**src/rtl/uart_rx_8n1.sv**
```systemverilog
// 8N1 UART receiver: oversampled start detection, LSB-first data capture, stop check.
// Optional `define UART_RX_MAJORITY_EN: 2-of-3 vote over the last three ticks for every bit decision.
module uart_rx_8n1 #(
    parameter int OVERSAMPLE = 16,
    parameter int CNT_W      = 4
) (
    input  logic       clk,
    input  logic       rst,
    input  logic       en,
    input  logic       rx,
    output logic [7:0] rxbyte,
    output logic       rxdone,
    output logic       rxerr,
    output logic       busy
);

    typedef enum logic [2:0] {
        IDLE,
        START,
        DATA,
        STOP,
        WAITHI
    } state_e;

    localparam logic [CNT_W-1:0] HALF_TC = CNT_W'(OVERSAMPLE / 2 - 1);
    localparam logic [CNT_W-1:0] FULL_TC = CNT_W'(OVERSAMPLE - 1);

    state_e           state_q, state_d;
    logic [CNT_W-1:0] tick_q, tick_d;
    logic [3:0]       bit_q, bit_d;
    logic [7:0]       shreg_q, shreg_d;
    logic [7:0]       rxbyte_q, rxbyte_d;
    logic             rxdone_q, rxdone_d;
    logic             rxerr_q, rxerr_d;
    logic [1:0]       sync_q;
    logic             rx_s;
    logic             bit_val;

    // Two-flop synchronizer runs every clk; reset to the idle line level.
    always_ff @(posedge clk or posedge rst) begin
        if (rst) begin
            sync_q <= 2'b11;
        end else begin
            sync_q <= {sync_q[0], rx};
        end
    end

    assign rx_s = sync_q[1];

`ifdef UART_RX_MAJORITY_EN
    // Samples from the two previous ticks; the live rx_s is the third vote.
    logic [1:0] hist_q;

    always_ff @(posedge clk or posedge rst) begin
        if (rst) begin
            hist_q <= 2'b11;
        end else if (en) begin
            hist_q <= {hist_q[0], rx_s};
        end
    end

    assign bit_val = (hist_q[1] & hist_q[0]) | (hist_q[1] & rx_s) | (hist_q[0] & rx_s);
`else
    assign bit_val = rx_s;
`endif

    always_ff @(posedge clk or posedge rst) begin
        if (rst) begin
            state_q  <= IDLE;
            tick_q   <= '0;
            bit_q    <= '0;
            shreg_q  <= '0;
            rxbyte_q <= '0;
            rxdone_q <= 1'b0;
            rxerr_q  <= 1'b0;
        end else begin
            // NOTE: non-blocking so every register samples the pre-edge values.
            state_q  <= state_d;
            tick_q   <= tick_d;
            bit_q    <= bit_d;
            shreg_q  <= shreg_d;
            rxbyte_q <= rxbyte_d;
            rxdone_q <= rxdone_d;
            rxerr_q  <= rxerr_d;
        end
    end

    always_comb begin
        // NOTE: every output gets a default first, so no path infers a latch.
        state_d  = state_q;
        tick_d   = tick_q;
        bit_d    = bit_q;
        shreg_d  = shreg_q;
        rxbyte_d = rxbyte_q;
        rxdone_d = 1'b0;
        rxerr_d  = 1'b0;

        if (en) begin
            unique case (state_q)
                IDLE: begin
                    if (!rx_s) begin
                        state_d = START;
                        tick_d  = '0;
                    end
                end
                START: begin
                    if (tick_q == HALF_TC) begin
                        tick_d = '0;
                        if (!bit_val) begin
                            state_d = DATA;
                            bit_d   = '0;
                        end else begin
                            state_d = IDLE;
                        end
                    end else begin
                        tick_d = tick_q + 1'b1;
                    end
                end
                DATA: begin
                    if (tick_q == FULL_TC) begin
                        shreg_d = {bit_val, shreg_q[7:1]};
                        bit_d   = bit_q + 4'd1;
                        tick_d  = '0;
                        if (bit_q == 4'd7) begin
                            state_d = STOP;
                        end
                    end else begin
                        tick_d = tick_q + 1'b1;
                    end
                end
                STOP: begin
                    // Decision is mid-stop-bit, so a following start edge is not missed.
                    if (tick_q == FULL_TC) begin
                        tick_d = '0;
                        if (bit_val) begin
                            rxbyte_d = shreg_q;
                            rxdone_d = 1'b1;
                            state_d  = IDLE;
                        end else begin
                            rxerr_d = 1'b1;
                            state_d = WAITHI;
                        end
                    end else begin
                        tick_d = tick_q + 1'b1;
                    end
                end
                WAITHI: begin
                    if (rx_s) begin
                        state_d = IDLE;
                    end
                end
                default: begin
                    state_d = IDLE;
                    tick_d  = '0;
                end
            endcase
        end
    end

    assign rxbyte = rxbyte_q;
    assign rxdone = rxdone_q;
    assign rxerr  = rxerr_q;
    assign busy   = (state_q != IDLE);

endmodule
```
**config.mk**
```make
export PLATFORM = sky130hd
export DESIGN_NAME = uart_rx_8n1
export DESIGN_NICKNAME = d
export VERILOG_FILES = /design/src/rtl/uart_rx_8n1.sv
export SDC_FILE = /design/constraint.sdc
export NUM_CORES = 1
export LEC_CHECK = 0
export CORE_MARGIN = 3
export CORE_UTILIZATION = 35
export CTS_BUF_LIST = sky130_fd_sc_hd__clkbuf_16
export CTS_CLUSTER_DIAMETER = 80
export DETAILED_ROUTE_END_ITERATION = 12
export SYNTH_ARGS = -nofsm -noshare
export SYNTH_HDL_FRONTEND = slang
export SYNTH_SLANG_ARGS = --single-unit
```
**constraint.sdc**
```tcl
create_clock -name clk -period 3.38 [get_ports clk]
set_clock_uncertainty 0.15 [all_clocks]
set_input_delay 0.676 -clock clk [delete_from_list [all_inputs] [get_ports clk]]
set_output_delay 0.676 -clock clk [all_outputs]
set_load 0.1 [all_outputs]
```
# After elaboration in Yosys (flattened, before gate mapping)
# Cells that the tools add are included.
# totals
inputBits,4
word_cells,58
out_inout_bits,11
regBits,31
# classes
mux,24
add_sub_neg,2
eq_ne,14
reduce_logical,9
n_bitwise,1
# ops
operator,count
two-way mux 3 bit,7
two-way mux 4 bit,5
case mux 4 bit (4 select lines),1
case mux 3 bit (5 select lines),1
!= test 2 bit (second input constant),7
adder 4 x 1 -> 4 bit (second input constant),2
equality test 4 x 3 -> 1 bit (second input constant),2
two-way mux 1 bit,8
case mux 4 bit (2 select lines),1
AND reduction 7 bit,1
equality test 3 x 2 -> 1 bit (second input constant),2
AND reduction 3 bit,2
AND reduction 5 bit,1
equality test 4 bit (second input constant),1
AND reduction 4 bit,1
equality test 3 x 1 -> 1 bit (second input constant),1
equality test 3 bit (second input constant),1
logical NOT 3 bit,1
nonzero test 3 bit,1
two-way mux 2 bit,1
nonzero test 2 bit,1
OR reduction 2 bit,1
NOT 1 bit,1

# Logic depth before layout (Yosys ltp)
# depth
ltp_word,4
depth_mapped,6
ltp_nobuf,5

# Least setup slack after synthesis
# Ideal clock, no wire load.
# synth_path
kind,flip-flop to output port
startpoint,register state_q[1]
endpoint,output busy
t_required_ps,2554
arrival_ps,1393
stages_incl_launch_ff,3
path_buffers,1
path_slack_ps,1161
path_cell_list,dfrtp_1 clkbuf_1 or3_1
# synth_between
elab_chain_cells,1
# synth_lines
item,line_no,rtl
"start, declared",28,"state_e state_q, state_d;"
"start signal, assigned",78,state_q <= state_d;
nonzero test 3 bit,163,assign busy = (state_q != IDLE);
"end, declared",14,output logic busy
# No other way between the ends.

# Worst setup path after layout
# layout_path
startpoint,input en
endpoint,"register rxbyte_q[0], in the netlist rxbyte[0]"
# layout_between
elab_chain_cells,1
# layout_lines
item,line_no,rtl
"start, declared",9,"input logic en,"
AND reduction 4 bit (no line),-,
"end signal, assigned",82,rxbyte_q <= rxbyte_d;
"end, declared",32,"logic [7:0] rxbyte_q, rxbyte_d;"
# No other way between the ends.
# A chain may end at the register's enable or synchronous reset.

==> impl.org <==
** Outcome
- The flow ran to the end, and the final reports show no timing, DRC or antenna violations.

** Power and ir drop
- For this design the ratio of total power to cell area is ~690 nW/um^2.
- IR analysis of the VDD net gives a maximum drop of ~440 uV.
- Cell Int Power :: 855 uW
- The share of total power dissipated in the clock network is between 40 and 50%.
- Sequential cells burn a little over two fifths of the power.
- Net switching power :: a little over 300 uW
- The analysis attributes to cell leakage a power of between 0.0008 and 0.0009 uW.
- Net switching is roughly a quarter of the power.
- Per report_power, the combinational group accounts for approximately 16% of the total.

** Hold path
- The worst hold path terminates at sync_q[1].
- Worst Hold Launch :: sync_q[0]
- Worst hold stages :: 0
- The tightest min-delay check is of the flip-flop to flip-flop type.

** Clock network
- TritonCTS built the clock tree.
- Clock insertion delay at the later pin of the skew report :: about 270 ps
- Maximum clock path buffer count :: 2
- Clock Pin Slew Worst Setup and Hold Paths :: ~50 ps
- Post-CTS setup repair buffer count :: 0
- Clk root buf :: clkbuf_16
- Number of levels the H-tree was split into :: 2
- Counting every sink on the clock net gives 31.
- TritonCTS created 5 clock buffers.
- After clock tree synthesis, the flow added hold-fix buffers numbering 0.
- After clock tree synthesis, the repair step resized 0 gates.

** Critical path
- By startpoint and endpoint, the worst setup path is classified as input pin to flip-flop.
- CP Launch Type :: input pin
- The worst register-to-register path begins at state_q[1].
- In this run the critical register-to-register path is captured at shreg_q[6].
- Required @ worst endpoint :: 3380 ps
- Data arrival at the endpoint of the critical path :: roughly 2300 ps
- Worst r2r path cells :: 3
- Worst R2R Setup Slack :: around 1200 ps
- Critical path peak fanout :: 9
- The worst setup path is captured at a flip-flop.

** Synthesis
- Number of different library cells in the post-synthesis netlist :: 38
- Mean area per synthesized cell :: approximately 12 um^2
- Synthesized netlist net count :: 120
- Gate count after technology mapping :: 114
- YS warnings :: 0
- After synthesis the netlist holds a flip-flop and latch count of 31.
- Sequential area share after synthesis :: 55.9%
- Syn Std Cell Area :: about 1400 um^2

** Detailed routing
- The final route contains ~900 vias.
- Antenna violation net count after detailed routing :: 0
- The first routing iteration left 21 violations.
- Vias/cell :: 5.12
- Average detailed-routed wire length per instance :: around 13 um
- Post-detailed-routing wire length :: ~2400 um
- For this run, design rule violations remaining after detail routing come to 0.
- First-pass detailed-route iteration total :: 4

** STA
- Setup repair after global routing missed its margin :: no
- Worst Hold Slack :: 209 ps
- The count of pins over their slew limit was 0.
- Transition time at the pin with the least slew margin :: 509 ps
- Static timing analysis puts the maximum clock frequency at roughly 430 MHz.
- Dividing the final minimum period by the clock period gives between 60% and 70%.
- The number of hold-slack violations in the final timing report came to 0.
- Number of failing setup endpoints in the final timing report :: 0
- Setup Total Neg Slack :: 0 ps
- Minimum clock period after layout :: about 2300 ps
- Setup slack closes at 1050 ps.
- Headroom to the max-slew limit came out at between 60 and 70%.

** Die
- The initial utilization of the core area, before any placement, comes to a little under two fifths.
- The floorplan step defined a core boundary enclosing ~3700 um^2.
- In this run the core area contains 22 standard-cell rows.
- Area enclosed by the die boundary :: 4770 um^2
- Die X :: 69.1 um
- From bottom edge to top edge, the die measures about 70 um.
- I/O pin count :: 15

** Place
- Counting tap cells, the placed design contains a total of between 150 and 200 instances.
- The congestion estimate from routability-driven global placement came to between 0.8 and 0.9.
- HPWL reported at the end of detailed placement :: around 1600 um
- In this run the cell area measured after placement is 1540 um^2.
- Timing analysis after detailed placement gives a worst setup slack of between 700 and 800 ps.
- Port buffering added 14 buffers.

** Final layout
- Commonest cells after routing, fill and taps aside :: dfrtp_1 (29), mux2_2 (17), buf_4 (12)
- Layout fillers :: between 300 and 400
- The net count of the finished layout is between 100 and 150.
- Leading cell type in the layout, fill and taps excluded :: dfrtp_1
- In the final layout, flip-flops and latches occupy slightly below 800 um^2.
- Multi-input combinational cell area :: 567 um^2
- The post-route netlist has a little under a third of its cells at a drive strength greater than 1.
- Final cell area excluding filler cells :: 1700 um^2
- Antenna cells :: 0
- Fin cells :: 178
- The area growth from synthesis to layout is 21.9%.

** Global routing
- Global routing consumed, over all layers together, about 11% of the routing resources.
- Entering global routing, the biggest net connects 32 pins.
- Global routing finished with a remaining overflow of 0.
- The first global-routing pass estimated roughly 4300 um of wire.
- Initial antenna violation count :: 0
- The via count of the first global-routing pass is 931.

** Flow run
- Maximum capacitance violations :: 0
==> sequential cells by signal, indices dropped and copies added (netlist names) <==
name     count
rxbyte       8
shreg_q      8
bit_q        4
tick_q       4
state_q      3
sync_q       2
rxdone       1
rxerr        1
==> logic make-up after synthesis <==
kind of cell / Yosys count / synth area share (%)
AND/OR/NAND/NOR: 34 / 13.9
flip-flops: 31 / 55.9
AO/OA/AOI/OAI: 18 / 9.26
multiplexers: 18 / 14.5
buffers and inverters: 9 / 3.33
XOR/XNOR: 2 / 1.26
adder cells (fa/ha/maj): 2 / 1.80
==> cell usage after synthesis (all sizes together) <==
library cell,number,area [um^2]
a2111oi,1,8.76
a21o,1,7.51
a22o,3,26.3
a31oi,1,6.26
a41oi,1,8.76
and3,2,12.5
and3b,1,8.76
buf,4,26.3
clkbuf,2,8.75
dfrtp,29,726
dfstp,2,52.6
ha,2,25.0
inv,3,11.3
mux2,17,191
mux2i,1,10.0
nand2,10,37.5
nand2b,2,12.5
nand3,3,15.0
nand3b,1,7.51
nand4,1,6.26
nor2,8,37.5
nor2b,1,6.26
nor3,1,16.3
nor4b,1,8.76
o2111ai,1,8.76
o21ai,6,30.0
o221ai,1,8.76
o31ai,2,15.0
o41ai,1,8.76
or3,1,6.26
or3b,1,11.3
or4,1,7.51
xnor2,1,8.76
xor2,1,8.76
==> stage by stage <==
step	power, uW	utilization (%)
after floorplan	650	-
after global placement	677	41.0
after detailed placement	687	41.0
after CTS	1170	45.3
after global routing	1220	45.3
final	1160	45.3
==> how the worst max path moves through the flow <==
stage                     startpoint         to  slack (ps)
after floorplan           state_q[1]       busy        1160
after global placement            en  rxbyte[4]         790
after detailed placement          en  rxbyte[5]         790
after CTS                         en  rxbyte[5]        1070
after global routing              en  rxbyte[5]         920
final                             en  rxbyte[0]        1050
==> power groups by stage <==
stage	logic, uW	clock network [uW]	registers, uW
detailed placement	190	0	497
global placement	183	0	494
finish	188	481	493
CTS	191	492	492
global route	214	507	502
floorplan	187	0	464
==> layout make-up <==
type,count,area share [%]
sequential,31,45.9
tap,48,3.54
inverter,3,0.664
multi-input combinational,74,33.4
clock buffer,5,7.38
timing repair buffer,15,7.08
clock inverter,2,1.99
==> worst max-delay path, cell delays in order <==
cell             delay (ps)
clkdlybuf4s50_1         590
nor2b_1                 220
nand3_1                 160
nor2_4                  310
mux2_2                  370
==> per-layer routing <==
metal,global-route usage [%],up-vias,wire length [um]
li1,-,439,-
met1,14.1,450,1120
met2,16.8,17,1100
met3,4.23,6,101
met4,5.21,0,40
met5,0,-,0
(Power assumes the default switching activity.)
